<file path="src/rtl/vga_sdm_modulator.sv">
// vga_sdm_modulator: 2-stage first-order sigma-delta modulator turning 8-bit VGA r/g/b into 1-bit streams.
// Optional LFSR input dither is built when VGA_SDM_DITHER_EN is defined.
module sdm_lane #(
  parameter int WIDTH = 8
) (
  input  logic             clk,
  input  logic             reset,
  input  logic             blank,
  input  logic             bypass,
  input  logic [WIDTH-1:0] lvl,
  input  logic             msb,
  output logic             sd
);
  logic [WIDTH-1:0] acc;
  logic [WIDTH:0]   sum;

  assign sum = {1'b0, acc} + {1'b0, lvl};

  // accumulator runs through bypass so the stream picks up seamlessly when bypass drops
  always_ff @(posedge clk) begin
    if (reset || blank) begin
      acc <= '0;
      sd  <= 1'b0;
    end else begin
      acc <= sum[WIDTH-1:0];
      sd  <= bypass ? msb : sum[WIDTH];
    end
  end
endmodule

module vga_sdm_modulator #(
  parameter int WIDTH = 8
) (
  input  logic             clk,
  input  logic             reset,
  input  logic             bypass,
  input  logic             hsync_in,
  input  logic             vsync_in,
  input  logic             hblank_in,
  input  logic             vblank_in,
  input  logic [WIDTH-1:0] r_in,
  input  logic [WIDTH-1:0] g_in,
  input  logic [WIDTH-1:0] b_in,
  output logic             sd_r,
  output logic             sd_g,
  output logic             sd_b,
  output logic             hsync,
  output logic             vsync,
  output logic             blank
);
  localparam int NUM_LANES = 3;

  logic [NUM_LANES-1:0][WIDTH-1:0] s1_lvl;
  logic [NUM_LANES-1:0][WIDTH-1:0] eff_lvl;
  logic [NUM_LANES-1:0]            sd;
  logic s1_bypass, s1_hsync, s1_vsync, s1_blank;

  // lane 0 = red, 1 = green, 2 = blue
  always_ff @(posedge clk) begin
    if (reset) begin
      s1_lvl    <= '0;
      s1_bypass <= 1'b0;
      s1_hsync  <= 1'b0;
      s1_vsync  <= 1'b0;
      s1_blank  <= 1'b1;
    end else begin
      s1_lvl    <= {b_in, g_in, r_in};
      s1_bypass <= bypass;
      s1_hsync  <= hsync_in;
      s1_vsync  <= vsync_in;
      s1_blank  <= hblank_in | vblank_in;
    end
  end

`ifdef VGA_SDM_DITHER_EN
  logic [7:0] lfsr;

  always_ff @(posedge clk) begin
    if (reset)          lfsr <= 8'hA5;
    else if (!s1_blank) lfsr <= {lfsr[6:0], lfsr[7] ^ lfsr[5] ^ lfsr[4] ^ lfsr[3]};
  end

  // dither saturates at full scale rather than wrapping a bright pixel to black
  for (genvar i = 0; i < NUM_LANES; i++) begin : g_dith
    logic [WIDTH:0] dsum;
    assign dsum       = {1'b0, s1_lvl[i]} + {{(WIDTH-1){1'b0}}, lfsr[1:0]};
    assign eff_lvl[i] = dsum[WIDTH] ? {WIDTH{1'b1}} : dsum[WIDTH-1:0];
  end
`else
  assign eff_lvl = s1_lvl;
`endif

  for (genvar i = 0; i < NUM_LANES; i++) begin : g_lane
    sdm_lane #(.WIDTH(WIDTH)) u_lane (
      .clk    (clk),
      .reset  (reset),
      .blank  (s1_blank),
      .bypass (s1_bypass),
      .lvl    (eff_lvl[i]),
      .msb    (s1_lvl[i][WIDTH-1]),
      .sd     (sd[i])
    );
  end

  always_ff @(posedge clk) begin
    if (reset) begin
      hsync <= 1'b0;
      vsync <= 1'b0;
      blank <= 1'b1;
    end else begin
      hsync <= s1_hsync;
      vsync <= s1_vsync;
      blank <= s1_blank;
    end
  end

  assign sd_r = sd[0];
  assign sd_g = sd[1];
  assign sd_b = sd[2];
endmodule

</file>
<file path="config.mk">
export PLATFORM = sky130hd
export DESIGN_NAME = vga_sdm_modulator
export DESIGN_NICKNAME = d
export VERILOG_FILES = /design/src/rtl/vga_sdm_modulator.sv
export SDC_FILE = /design/constraint.sdc
export NUM_CORES = 1
export LEC_CHECK = 0
export BUFFER_PORTS_ARGS = -buffer_cell sky130_fd_sc_hd__buf_2
export CAP_MARGIN = 15
export CORE_MARGIN = 5
export CORE_UTILIZATION = 44
export CTS_CLUSTER_DIAMETER = 150
export CTS_CLUSTER_SIZE = 30
export DETAILED_ROUTE_END_ITERATION = 16
export HOLD_SLACK_MARGIN = 0.08
export SETUP_SLACK_MARGIN = 0.15
export SYNTH_ARGS = -nofsm -noshare
export SYNTH_HDL_FRONTEND = slang
export SYNTH_SLANG_ARGS = --single-unit
</file>
<file path="constraint.sdc">
create_clock -name clk -period 2.7 [get_ports clk]
set_input_delay 0 -clock clk [delete_from_list [all_inputs] [get_ports clk]]
set_output_delay 0 -clock clk [all_outputs]
set_load 0.02 [all_outputs]
</file>
Word-level counts from Yosys, hierarchy flattened
Index checks and enable logic that the tools add are counted.
Word-level totals
  register bits after elaboration: 58
  bits of input ports: 31
  output and inout bits: 6
  word-level logic and storage cells: 24
Cells by class
  add/sub/neg operators: 3
  reduce and logical (&&, ||, !) cells: 1
  bitwise gates (word level): 1
  mux-type cells: 3
Operator list (count)
  8-bit by 8-bit adder with 9-bit output: 3
  1-bit 2-to-1 mux: 3
  1-bit logical OR: 1
  1-bit OR: 1

Logic depth before layout (Yosys ltp)
  depth after elaboration: 2
  mapped depth: 7
  mapped depth without buffers: 7

Modules after synthesis
A second synthesis with hierarchy kept.
Second synthesis, totals
  cells, all modules: 263
  area total of the unflattened synthesis: 2607.5 um2
By module, submodules not included
  sdm_lane: times used 3, area each 590.6 um2, sequential area each 180.2 um2, cells each 66
  vga_sdm_modulator: times used 1, area each 835.8 um2, sequential area each 620.6 um2, cells each 65

Worst setup path before layout
OpenSTA, ideal clock, no wires.
  path type: flip-flop to flip-flop
  from: reg s1_lvl (netlist bit eff_lvl[16])
  to: reg g_lane[2].u_lane.sd
  path buffers: 0
  setup time: 0.125 ns
  setup slack: 1.041 ns
  required time: 2.575 ns
  cell stages (with the launch flop): 8
  data arrival time: 1.534 ns
  period minus slack after synthesis: 1.659 ns
  cells stage by stage: dfxtp_1 ha_1 inv_1 fa_1 nor2b_4 o31a_1 o21a_1 o41a_1
On the way
  cells in the longest elaborated chain, start to end: 2
Ends and longest elaborated chain
  start, declared: RTL line 53  | logic [NUM_LANES-1:0][WIDTH-1:0] s1_lvl;
  start signal, assigned: RTL line 67  | s1_lvl <= {b_in, g_in, r_in};
  8-bit by 8-bit adder with 9-bit output: RTL line 17  | assign sum = {1'b0, acc} + {1'b0, lvl};
  1-bit 2-to-1 mux: RTL line 26  | sd <= bypass ? msb : sum[WIDTH];
  end signal, assigned: RTL line 26
  end, declared: RTL line 12  | output logic sd
No other way between the ends.
A chain may end at the register's enable or synchronous reset.

Final worst setup path
  from: reg s1_lvl (netlist bit eff_lvl[0])
  to: reg g_lane[0].u_lane.sd
On the way
  cells in the longest elaborated chain, start to end: 2
Ends and longest elaborated chain (RTL line)
  8-bit by 8-bit adder with 9-bit output: 17
  1-bit 2-to-1 mux: 26
  end signal, assigned: 26
  end, declared: 12
No other way between the ends.

==> impl_metrics.toml <==
[min_path]
hold_path.class = "input port to register"
hp-start = "vblank_in"
hold_depth = 3

[outcome]
status = "finished, final reports clean"

[layout]
layout.nets = 387
syn_to_final_growth_pct = 29.6
fin_util_pct = 59.7
multi_input_area_mm2 = 0.00133
drive_gt1_share_pct = 17.7
fillCellCount = 504
antennaDiodeCount = 0
seq_area_mm2 = 0.00116

[critical_path]
reg2reg_from = "eff_lvl[0]"
max_stage_delay_ns = 0.31
cp-end-kind = "register"
crit_type = "register to register"
startpoint = "eff_lvl[0]"
required_ns = 2.91
worst_setup_path_start_kind = "register"
crit_path_top_delay_cell = "o41a_1"
crit_fanout = 3
path_buf_inv = 1
path_depth = 7
arrival_ns = 1.96
cp_top_family = "compound AO/OA/AOI/OAI gates"
reg2reg_depth = 7
crit_chain = "ha_1 -> inv_1 -> fa_1 -> nor2b_4 -> o31a_1 -> o21a_1 -> o41a_1"

[drt]
drt_first_iter_violations = 73
dr_total_vias = 1968
via_per_inst = 4.86
post_drt_wl_per_cell_um = 11.6
ant_nets = 0
route.detailed.drc = 0
first_pass_iters = 4
drt-total-wl_um = 4710

[grt]
grt_max_degree = 33
antenna_found_initial = 0
overflow = 0
grt_use_total_pct = 14.3
grt_pass1_vias = 1913
grt_pass1_wl_um = 8360

[power]
p_total_mw = 1.86
internal_power_mw = 1.47
sw_frac_of_total_pct = 21.1
total_leakage_power_nw = 1.47
power_frac_comb_pct = 8.3
clkPwrFrac_pct = 43.5
power_density_mw_per_mm2 = 559
vdd_ir_drop_max_mv = 0.362
seq_power_share_pct = 48.2
switchingPower_uw = 394

[sta]
setup_tns_ns = 0
max_clock_freq_mhz = 571
tightest_slew_ns = 0.479
finClkSkew_ns = 0.00404
period_share_pct = 64.9
min_period_ns = 1.75
rsz0062_at_grt = "false"
setup_viol = 0
hold_slack_ns = 0.392
final_max_slew_viol_count = 0
hold_viol = 0
slew_headroom_pct = 68.1

[clock_tree]
cts_htree_levels = 3
cts_resized = 0
postCtsSetupRepairBufs = 0
ctsHoldBuffers = 30
clk_latency_ns = 0.33
clkTransAtPathRegs_ns = 0.06
root_buffer = "clkbuf_8"
clockBufferDepth = 2
clock_sinks = 58
tritoncts = "done"
cts_buffers = 9

[synthesis]
synth_edf_count = 0
netlist.top_cell.by_area = "dfxtp_1"
async_reset_ff_share_pct = 0
synth_top_area_share_pct = 45.2
synth_seq_cells = 58
ys_seq_area_share_pct = 45.2
syn_avg_cell_area_um2 = 9.99
synth_area_leaders = "dfxtp_1, ha_1, nor2b_1"
synth_cell_type_count = 32
synthTopCellsByCount = "dfxtp_1, nor2b_1, nor3_1, ha_1, inv_1"
ys.flop_type = "dfxtp_1"
syn_area_mm2 = 0.00257
postSynthCellCount = 257
yosysMostFrequentCell = "dfxtp_1"
yosys_warnings = 0
syn-num-nets = 315

[floorplanning]
core_mm2 = 0.00557
die_w_um = 86.4
ioPinCount = 37
die_h_um = 86.4
die_area_mm2 = 0.00747
start_util_pct = 46.1
rows = 27

[job]
max-cap-violations = 0

[place]
gp_congestion = 0.836
dpl.hpwl_um = 3310
io_buffers = 36
## cell usage in the layout (no fill, tap or decap), drive strengths merged, types with 3 or more instances in the layout
| cell type | n |
|---|---|
| dfxtp | 58 |
| buf | 38 |
| nor2b | 35 |
| nor3 | 31 |
| dlygate4sd3 | 30 |
| ha | 24 |
| inv | 13 |
| clkbuf | 13 |
| o21a | 12 |
| nor2 | 10 |
| o21ai | 9 |
| a21o | 6 |
| a211oi | 6 |
| a21oi | 6 |
| nand3 | 4 |
| and2 | 3 |
| o211a | 3 |
| o31a | 3 |
| a31oi | 3 |
| and2b | 3 |
| nand2 | 3 |
| o41a | 3 |
| fa | 3 |
## power groups by stage
stage	Combinational, mW	Sequential (mW)	Clock, mW
floorplan	0.0842	0.913	0
global placement	0.122	0.916	0
detailed placement	0.123	0.916	0
CTS	0.156	0.897	0.843
global route	0.178	0.899	0.883
finish	0.155	0.897	0.811
## cell type report
cell class	instances	area share (%)
clock inverter	2	1.05
clock buffer	13	5.07
inverter	13	1.47
multi-input combinational	179	39.9
tap	72	2.71
sequential	58	34.9
timing repair buffer	68	14.9
## per-layer routing
| layer | vias up | GRT usage (%) | routed length [um] |
|---|---|---|---|
| met4 | 0 | 4.67 | 51 |
| met1 | 869 | 17.4 | 2230 |
| li1 | 1057 | - | - |
| met2 | 35 | 22.9 | 2190 |
| met3 | 7 | 5.99 | 246 |
| met5 | - | 0 | 0 |
## kinds of logic (layout without fill, tap and decap cells)
family,Yosys count,in the layout,share of synthesized area [%]
simple gates,96,96,22.1
flops,58,58,45.2
compound gates,56,56,15.7
fa+ha+maj,27,27,14.0
buf+inv,20,96,3.02
## worst paths after layout
kind / end / slack [ns]
setup / recovery: g_lane[0].u_lane.sd / 0.95
hold / removal: s1_blank / 0.39
setup reg to reg: g_lane[0].u_lane.sd / 0.95
hold reg to reg: hsync / 0.44
## worst reg2reg max path, cell delays in order (launching register included)
cell	delay [ns]
dfxtp_1	0.30
ha_1	0.21
inv_1	0.08
fa_1	0.22
nor2b_4	0.06
o31a_1	0.25
o21a_1	0.20
o41a_1	0.31
## stage by stage
step	worst slack [ns]	instance area, um2	instances
6_report	0.949	3330	405
2_1_floorplan	1.04	2570	257
5_1_grt	0.700	3330	405
3_3_place_gp	0.948	2830	360
4_1_cts	0.888	3330	405
3_5_place_dp	0.898	2830	360
No activity file was read; power rests on OpenSTA's default activity.
